==> config.mk <==
export PLATFORM = sky130hd
export DESIGN_NAME = work_transmit
export DESIGN_NICKNAME = d
export VERILOG_FILES = /design/src/rtl/work_proto_pkg.sv /design/src/rtl/async_transmitter.sv /design/src/rtl/work_transmit.sv
export SDC_FILE = /design/constraint.sdc
export NUM_CORES = 1
export LEC_CHECK = 0
export BUFFER_PORTS_ARGS = -buffer_cell sky130_fd_sc_hd__buf_2
export CAP_MARGIN = 30
export CORE_UTILIZATION = 51
export CTS_CLUSTER_DIAMETER = 60
export DETAILED_ROUTE_END_ITERATION = 10
export PLACE_DENSITY = 0.71
export RECOVER_POWER = 100
export SETUP_SLACK_MARGIN = 0.05
export SYNTH_ARGS = -nofsm -noshare
export SYNTH_HDL_FRONTEND = slang
export SYNTH_SLANG_ARGS = --single-unit
==> constraint.sdc <==
create_clock -name clk -period 2.3 [get_ports clk]
set_input_delay 0.23 -clock clk [delete_from_list [all_inputs] [get_ports clk]]
set_output_delay 0.23 -clock clk [all_outputs]
set_load 0.005 [all_outputs]
==> src/rtl/work_proto_pkg.sv <==
// rtl/work_proto_pkg.sv - Shared constants and state encoding for the work frame protocol
package work_proto_pkg;

  localparam int FRAME_BYTES    = 64;
  localparam int MIDSTATE_BYTES = 32;
  localparam int PAD_BYTES      = 20;
  localparam int DATA2_BYTES    = 12;
  localparam int FRAME_BITS     = FRAME_BYTES * 8;
  localparam int RX_GUARD_BITS  = 22;

  typedef enum logic [2:0] {IDLE, START, WAIT, GAP, DONE} work_state_e;

  // Frame layout shared by transmitter and receiver: midstate on top, data2 in the low bits.
  function automatic logic [FRAME_BITS-1:0] build_frame(
    input logic [MIDSTATE_BYTES*8-1:0] midstate,
    input logic [DATA2_BYTES*8-1:0]    data2
  );
    return {midstate, {(PAD_BYTES*8){1'b0}}, data2};
  endfunction

endpackage

==> src/rtl/async_transmitter.sv <==
// rtl/async_transmitter.sv - 8N1 UART byte transmitter, LSB first, no reset
module async_transmitter #(
  parameter int unsigned CLKS_PER_BIT = 16
) (
  input  logic       clk,
  input  logic       TxD_start,
  input  logic [7:0] TxD_data,
  output logic       TxD,
  output logic       TxD_busy
);

  localparam int unsigned DIV_W = (CLKS_PER_BIT > 1) ? $clog2(CLKS_PER_BIT) : 1;
  localparam logic [DIV_W-1:0] DIV_LAST = DIV_W'(CLKS_PER_BIT - 1);

  // Power-up values stand in for a reset so the line idles high from configuration.
  logic             busy_q  = 1'b0;
  logic [3:0]       bit_q   = '0;
  logic [DIV_W-1:0] div_q   = '0;
  logic [9:0]       shift_q = '1;

  always_ff @(posedge clk) begin
    if (!busy_q) begin
      if (TxD_start) begin
        busy_q  <= 1'b1;
        shift_q <= {1'b1, TxD_data, 1'b0};
        bit_q   <= '0;
        div_q   <= '0;
      end
    end else if (div_q == DIV_LAST) begin
      div_q   <= '0;
      shift_q <= {1'b1, shift_q[9:1]};
      if (bit_q == 4'd9) begin
        busy_q <= 1'b0;
      end else begin
        bit_q <= bit_q + 4'd1;
      end
    end else begin
      div_q <= div_q + DIV_W'(1);
    end
  end

  assign TxD      = shift_q[0];
  assign TxD_busy = busy_q;

endmodule

==> src/rtl/work_transmit.sv <==
// rtl/work_transmit.sv - Serializes a 64-byte work frame MSB-first through async_transmitter
module work_transmit
  import work_proto_pkg::*;
#(
  parameter int unsigned GAP_CYCLES   = 0,
  parameter int unsigned CLKS_PER_BIT = 16
) (
  input  logic         clk,
  input  logic         reset,
  input  logic [255:0] midstate,
  input  logic [95:0]  data2,
  input  logic         send,
  output logic         busy,
  output logic         done,
  output logic         TxD
);

  localparam logic [5:0] LAST_BYTE = 6'(FRAME_BYTES - 1);
  localparam logic [RX_GUARD_BITS-1:0] GAP_LAST =
    RX_GUARD_BITS'((GAP_CYCLES == 0) ? 0 : GAP_CYCLES - 1);
  localparam logic [RX_GUARD_BITS-1:0] GAP_ONE = RX_GUARD_BITS'(1);

  work_state_e              state_q, state_d;
  logic [FRAME_BITS-1:0]    frame_q, frame_d;
  logic [5:0]               byte_q, byte_d;
  logic [RX_GUARD_BITS-1:0] gap_q, gap_d;
  logic                     txd_busy_q;
  logic                     txd_start;
  logic                     txd_busy;
  logic [7:0]               txd_data;

  always_ff @(posedge clk) begin
    if (reset) begin
      state_q <= IDLE;
      frame_q <= '0;
      byte_q  <= '0;
      gap_q   <= '0;
    end else begin
      state_q <= state_d;
      frame_q <= frame_d;
      byte_q  <= byte_d;
      gap_q   <= gap_d;
    end
  end

  // Left unreset on purpose: the transmitter keeps running through reset and
  // START must see a genuine rising edge of its busy flag.
  always_ff @(posedge clk) begin
    txd_busy_q <= txd_busy;
  end

  always_comb begin
    state_d   = state_q;
    frame_d   = frame_q;
    byte_d    = byte_q;
    gap_d     = gap_q;
    busy      = 1'b1;
    done      = 1'b0;
    txd_start = 1'b0;
    unique case (state_q)
      IDLE: begin
        busy = 1'b0;
        if (send) begin
          frame_d = build_frame(midstate, data2);
          byte_d  = '0;
          state_d = START;
        end
      end
      START: begin
        txd_start = 1'b1;
        if (txd_busy && !txd_busy_q) state_d = WAIT;
      end
      WAIT: begin
        if (!txd_busy) begin
          if (byte_q == LAST_BYTE) begin
            state_d = DONE;
          end else begin
            frame_d = {frame_q[FRAME_BITS-9:0], 8'h00};
            byte_d  = byte_q + 6'd1;
            gap_d   = '0;
            state_d = (GAP_CYCLES == 0) ? START : GAP;
          end
        end
      end
      GAP: begin
        if (gap_q == GAP_LAST) state_d = START;
        else                   gap_d   = gap_q + GAP_ONE;
      end
      DONE: begin
        done    = 1'b1;
        state_d = IDLE;
      end
      default: state_d = IDLE;
    endcase
  end

  assign txd_data = frame_q[FRAME_BITS-1 -: 8];

  async_transmitter #(
    .CLKS_PER_BIT(CLKS_PER_BIT)
  ) u_tx (
    .clk      (clk),
    .TxD_start(txd_start),
    .TxD_data (txd_data),
    .TxD      (TxD),
    .TxD_busy (txd_busy)
  );

endmodule

# [Word level (Yosys, flattened, before mapping)]
# Cells that the tools add are included.
[word_totals] ff_bits=563 latch_bits=0 out_inout_bits=3 in_bits=355 mem_count=0 elab_cells=74 romBits=0 ram_bits=0
[op_classes] addsub=4 shift=0 eq_ne=15 div_mod_pow=0 n_bitwise=0 mux=34 n_reduce_logical=12 magnitude_cmp=0 n_mul=0
[ops] op="512-bit 2-to-1 mux" n=3
[ops] op="512-bit one-hot mux with 2 select lines" n=1
[ops] op="22-bit 2-to-1 mux" n=3
[ops] op="22-bit one-hot mux with 2 select lines" n=1
[ops] op="10-bit 2-to-1 mux" n=3
[ops] op="4-bit 2-to-1 mux" n=6
[ops] op="22-bit by 1-bit adder with 22-bit output, second input constant" n=1
[ops] op="22-bit zero test" n=1
[ops] op="6-bit 2-to-1 mux" n=3
[ops] op="2-bit inequality test, second input constant" n=8
[ops] op="3-bit 2-to-1 mux" n=5
[ops] op="3-bit one-hot mux with 4 select lines" n=1
[ops] op="6-bit one-hot mux with 2 select lines" n=1
[ops] op="4-bit AND reduction" n=3
[ops] op="4-bit by 1-bit adder with 4-bit output, second input constant" n=2
[ops] op="4-bit == test, second input constant" n=2
[ops] op="1-bit 2-to-1 mux" n=7
[ops] op="6-bit by 1-bit adder with 6-bit output, second input constant" n=1
[ops] op="3-bit by 2-bit == test with 1-bit output, second input constant" n=2
[ops] op="6-bit == test, second input constant" n=1
[ops] op="2-bit nonzero test" n=3
[ops] op="3-bit by 1-bit == test with 1-bit output, second input constant" n=1
[ops] op="3-bit == test, second input constant" n=1
[ops] op="3-bit zero test" n=1
[ops] op="4 further kinds" n=4

# [Depth between registers and ports, before layout]
[logic_depth] ltp_word=4 depth_mapped=9

# [By module]
# A second synthesis with hierarchy kept.
[unflattened] cells_unflattened=2759 hier_area_um2=22756.8
[modules_own_cells] mod="work_transmit" cells_per_inst=2704 instances=1 area_per_inst_um2=21904.8
[modules_own_cells] mod="async_transmitter" cells_per_inst=55 instances=1 area_per_inst_um2=852.1

# [Worst setup path before layout]
# OpenSTA, ideal clock, no wires.
[synth_timing] path_kind="reg2reg" start="register byte_q[0]" end="register frame_q[394]" slack_ps=337 t_required_ps=2167 arrival_time_ps=1830 synth_period_minus_slack_ps=1963 setup_ps=133 path_stages_with_launch=9 cell_sequence="dfxtp_1 > ha_1 > and4_4 > a211oi_2 > o21a_1 > buf_4 > clkbuf_1 > buf_2 > a311oi_1"
[synth_via] elab_chain_len=3
[synth_rtl] element="start, declared" line_no="work_transmit.sv:25" source="logic [5:0] byte_q, byte_d;"
[synth_rtl] element="start signal, assigned" line_no="work_transmit.sv:41" source="byte_q <= byte_d;"
[synth_rtl] element="6-bit == test" line_no="work_transmit.sv:75" source="if (byte_q == LAST_BYTE) begin"
[synth_rtl] element="2-bit inequality test (no line)"
[synth_rtl] element="4-bit AND reduction (no line)"
[synth_rtl] element="end signal, assigned" line_no="work_transmit.sv:40" source="frame_q <= frame_d;"
[synth_rtl] element="end, declared" line_no="work_transmit.sv:24" source="logic [FRAME_BITS-1:0] frame_q, frame_d;"
# No other way between the ends.
# A chain may end at the register's enable or synchronous reset.

# [Worst setup path in the final report]
[layout_timing] start="register byte_q[1]" end="register frame_q[496]"
# Same word-level chain as after synthesis.

==> key figures <==
Run status
  • Status: completed

Detailed routing
  • DR WL/cell: around 18 um
  • Drt first pass iters: 6
  • Post-route DRC: 0
  • Vias/cell: 5.81
  • WL final: 74600 um
  • DR vias: 24.2k
  • Iteration-0 DRC count of the detailed router: 3086
  • Antenna-violating nets left: 0

Logic synthesis
  • Sequential share of the synthesized area: between 40% and 50%
  • Mean Syn Cell Area: 7.89 sq um
  • Post-synth EDFFs: 17
  • Ys Warns: 0
  • Synthesized flop and latch total: 562
  • Cell Area, Synth: 23200 sq um
  • Top FF cell, synth: dfxtp_1
  • Syn Inst Count: 2945
  • FFs w/ async S/R, synth: 0%
  • Yosys cell types: 56
  • Synth Net Count: 3306

STA
  • RSZ-0062 raised after global routing: true
  • Slew margin rel.: 62.5%
  • Final Hold Fails: 0
  • Final Setup Violations: 0
  • Fin Hold WS: 0.256 ns
  • Final slew viol count: 0
  • Fmax: 0.451 GHz
  • Fin Setup TNS: 0 ns
  • Fin crit period: 2.22 ns
  • Final worst path period share: 96.5%
  • Clock skew: approximately 0.034 ns
  • Worst slew pin tran: between 0.5 and 0.6 ns

Placement
  • Port Buf Inserts: 357
  • Gp weighted congestion: 0.877
  • Hpwl dp: 41500 um

Setup path
  • Critical path arrival: between 2 and 3 ns
  • Internal reg-to-reg setup slack: 0.08 ns
  • R2R depth: 9
  • WS Path Type: flop to flop
  • Reg-to-Reg Start: byte_q[1]
  • Critical Path Source Type: flop
  • RR Endpoint: frame_q[496]
  • Endpoint type of the worst setup path: flop
  • Worst path required time: roughly 2.8 ns
  • Crit path from: byte_q[1]
  • CP Max Fanout: 21

Clocking
  • TritonCTS Sinks: 562
  • Worst-path clk slew: 0.06 ns
  • Clock root cell: clkbuf_16
  • H-tree levels: 2
  • TritonCTS clock tree: done
  • Clock tree buffer depth: 3
  • Clock latency at the later pin of the worst-skew pair: 0.62 ns
  • CTS Buf Count: 58

Min path
  • Hold WC Path Type: primary input to flop
  • Min-Delay Path Depth: 4
  • Worst Min Path Start: send
  • Hold endpoint: state_q[0]

Floorplan
  • Core ar.: 44600 sq um
  • Die Area: 46400 sq um
  • IO Pins: 358
  • Die X: about 220 um
  • Site Rows: 77
  • Chip height: 215 um
  • Starting Density: 52.1%

Finish
  • Fraction of layout cells with a size suffix above 1: 15.9%
  • Nets: around 3.9k
  • Layout area overhead: 35.3%

Global route
  • Pin count of the biggest net entering global routing: 129
  • First-pass GRT wire length: 117000 um
  • Overflow after GRT: 0
  • Total global-route track usage: between 30% and 40%
  • Vias in the first global route: between 20k and 25k
  • Initial antenna violation count: 6

Power and ir drop
  • Sw frac: 25.2%
  • Psw: 0.00578 W
  • P_leak: between 10 and 15 nW
  • Clock share of power: 39.9%
  • Gate power share: between 10% and 20%
  • Internal power: 0.0171 W
  • Worst VDD drop: 0.000632 V
  • Flop pwr share: 47.2%
  • Pwr/cell area: 728 nW/um^2

Flow run
  • Maxcap violations: 0
-- cells in the mapped netlist (13+ instances only) --
| cell | number | area (sq um) |
|---|---|---|
| clkbuf_1 | 158 | 593 |
| a311oi_1 | 348 | 3050 |
| nor2_1 | 376 | 1410 |
| o21ai_0 | 13 | 65.1 |
| buf_4 | 13 | 97.6 |
| nand3_1 | 185 | 926 |
| a21oi_1 | 188 | 941 |
| buf_2 | 92 | 460 |
| dfxtp_1 | 545 | 10900 |
| edfxtp_1 | 17 | 510 |
| nand2_1 | 875 | 3280 |
| buf_1 | 17 | 63.8 |
-- critical path, stage by stage (launching register included) --
cell and delay, ns:
dfxtp_1 0.35, ha_2 0.22, and4_4 0.27, a211oi_4 0.08, o21a_4 0.27, buf_4 0.16, clkbuf_16 0.15, buf_4 0.16
clkbuf_16 0.19, a311oi_1 0.27
-- kinds of logic after synthesis --
group           count (synthesis)  share of synthesized area, %
compound gates                580                          18.6
fa+ha+maj                       6                         0.323
flops                         562                          49.1
simple gates                 1491                          25.8
buf+inv                       292                          5.56
mux                            10                         0.474
xor+xnor                        4                         0.151
-- sequential cells by signal (all words and copies together), names as in the netlist --
signal         cells
frame_q          512
gap_q             22
u_tx.shift_q       9
byte_q             6
u_tx.bit_q         4
u_tx.div_q         4
state_q            3
txd_busy_q         1
u_tx.TxD_busy      1
-- worst max-delay path by stage --
| stage | end | depth (start not counted) |
|---|---|---|
| after floorplan | frame_q[394] | 8 |
| after global placement | frame_q[436] | 8 |
| after detailed placement | frame_q[429] | 8 |
| after CTS | frame_q[263] | 8 |
| after global routing | frame_q[452] | 5 |
| final | frame_q[496] | 9 |
-- cell type report --
class / count / area (sq um)
fillers: 3231 / 13200
flip-flops and latches: 562 / 11400
multi-input cells: 2091 / 10600
inverters: 7 / 26.3
clock buffers: 88 / 1720
repair buffers: 809 / 6790
well taps: 592 / 741
diodes: 3 / 7.51
clock inverters: 16 / 128
-- routing by layer --
layer  wire, um  track usage (%)  share of wire, %
met2      35000             50.0                47
met5         30                0             0.040
met3       5850             5.16               7.8
met4       2960             12.7               4.0
met1      30700             38.9                41
-- layout by cell type, fill, tap and decap left out, drive strengths merged, types with 13 or more instances in the layout --
cell / Yosys / final
clkinv: 0 / 13
a311oi: 348 / 348
clkbuf: 159 / 114
o21ai: 14 / 14
nor2: 376 / 376
dlygate4sd3: 0 / 353
dfxtp: 545 / 545
nand2: 875 / 875
a21oi: 188 / 188
edfxtp: 17 / 17
buf: 126 / 428
nand3: 185 / 185
-- power groups by stage --
stage / combinational [W] / clock (W) / sequential [W]
after floorplan: 0.00146 / 0 / 0.0109
after global placement: 0.00211 / 0 / 0.0110
after global routing: 0.00319 / 0.00968 / 0.0109
final: 0.00294 / 0.00915 / 0.0108
after detailed placement: 0.00220 / 0 / 0.0110
after CTS: 0.00272 / 0.00927 / 0.0108
-- repair_timing --
action	4_1_cts	5_1_grt
setup buffers	0	9
pin swaps	0	3
hold endpoints to repair	353	0
setup endpoints to repair	16	397
resized for setup	4	33
cloned	2	10
hold buffers	353	0
-- metrics by stage --
| step | cell area (sq um) | std cells | worst slack, ns | total power (W) | util, % |
|---|---|---|---|---|---|
| after floorplan | 23200 | 2945 | 0.337 | 0.0123 | - |
| after global placement | 25600 | 3687 | 0.175 | 0.0131 | 57.5 |
| after detailed placement | 25600 | 3687 | 0.000382 | 0.0132 | 57.5 |
| after CTS | 31100 | 4146 | 0.0251 | 0.0228 | 69.7 |
| after global routing | 31400 | 4167 | 0.000994 | 0.0237 | 70.5 |
| final | 31400 | 4168 | 0.0807 | 0.0229 | 70.5 |
(Power assumes the default switching activity.)
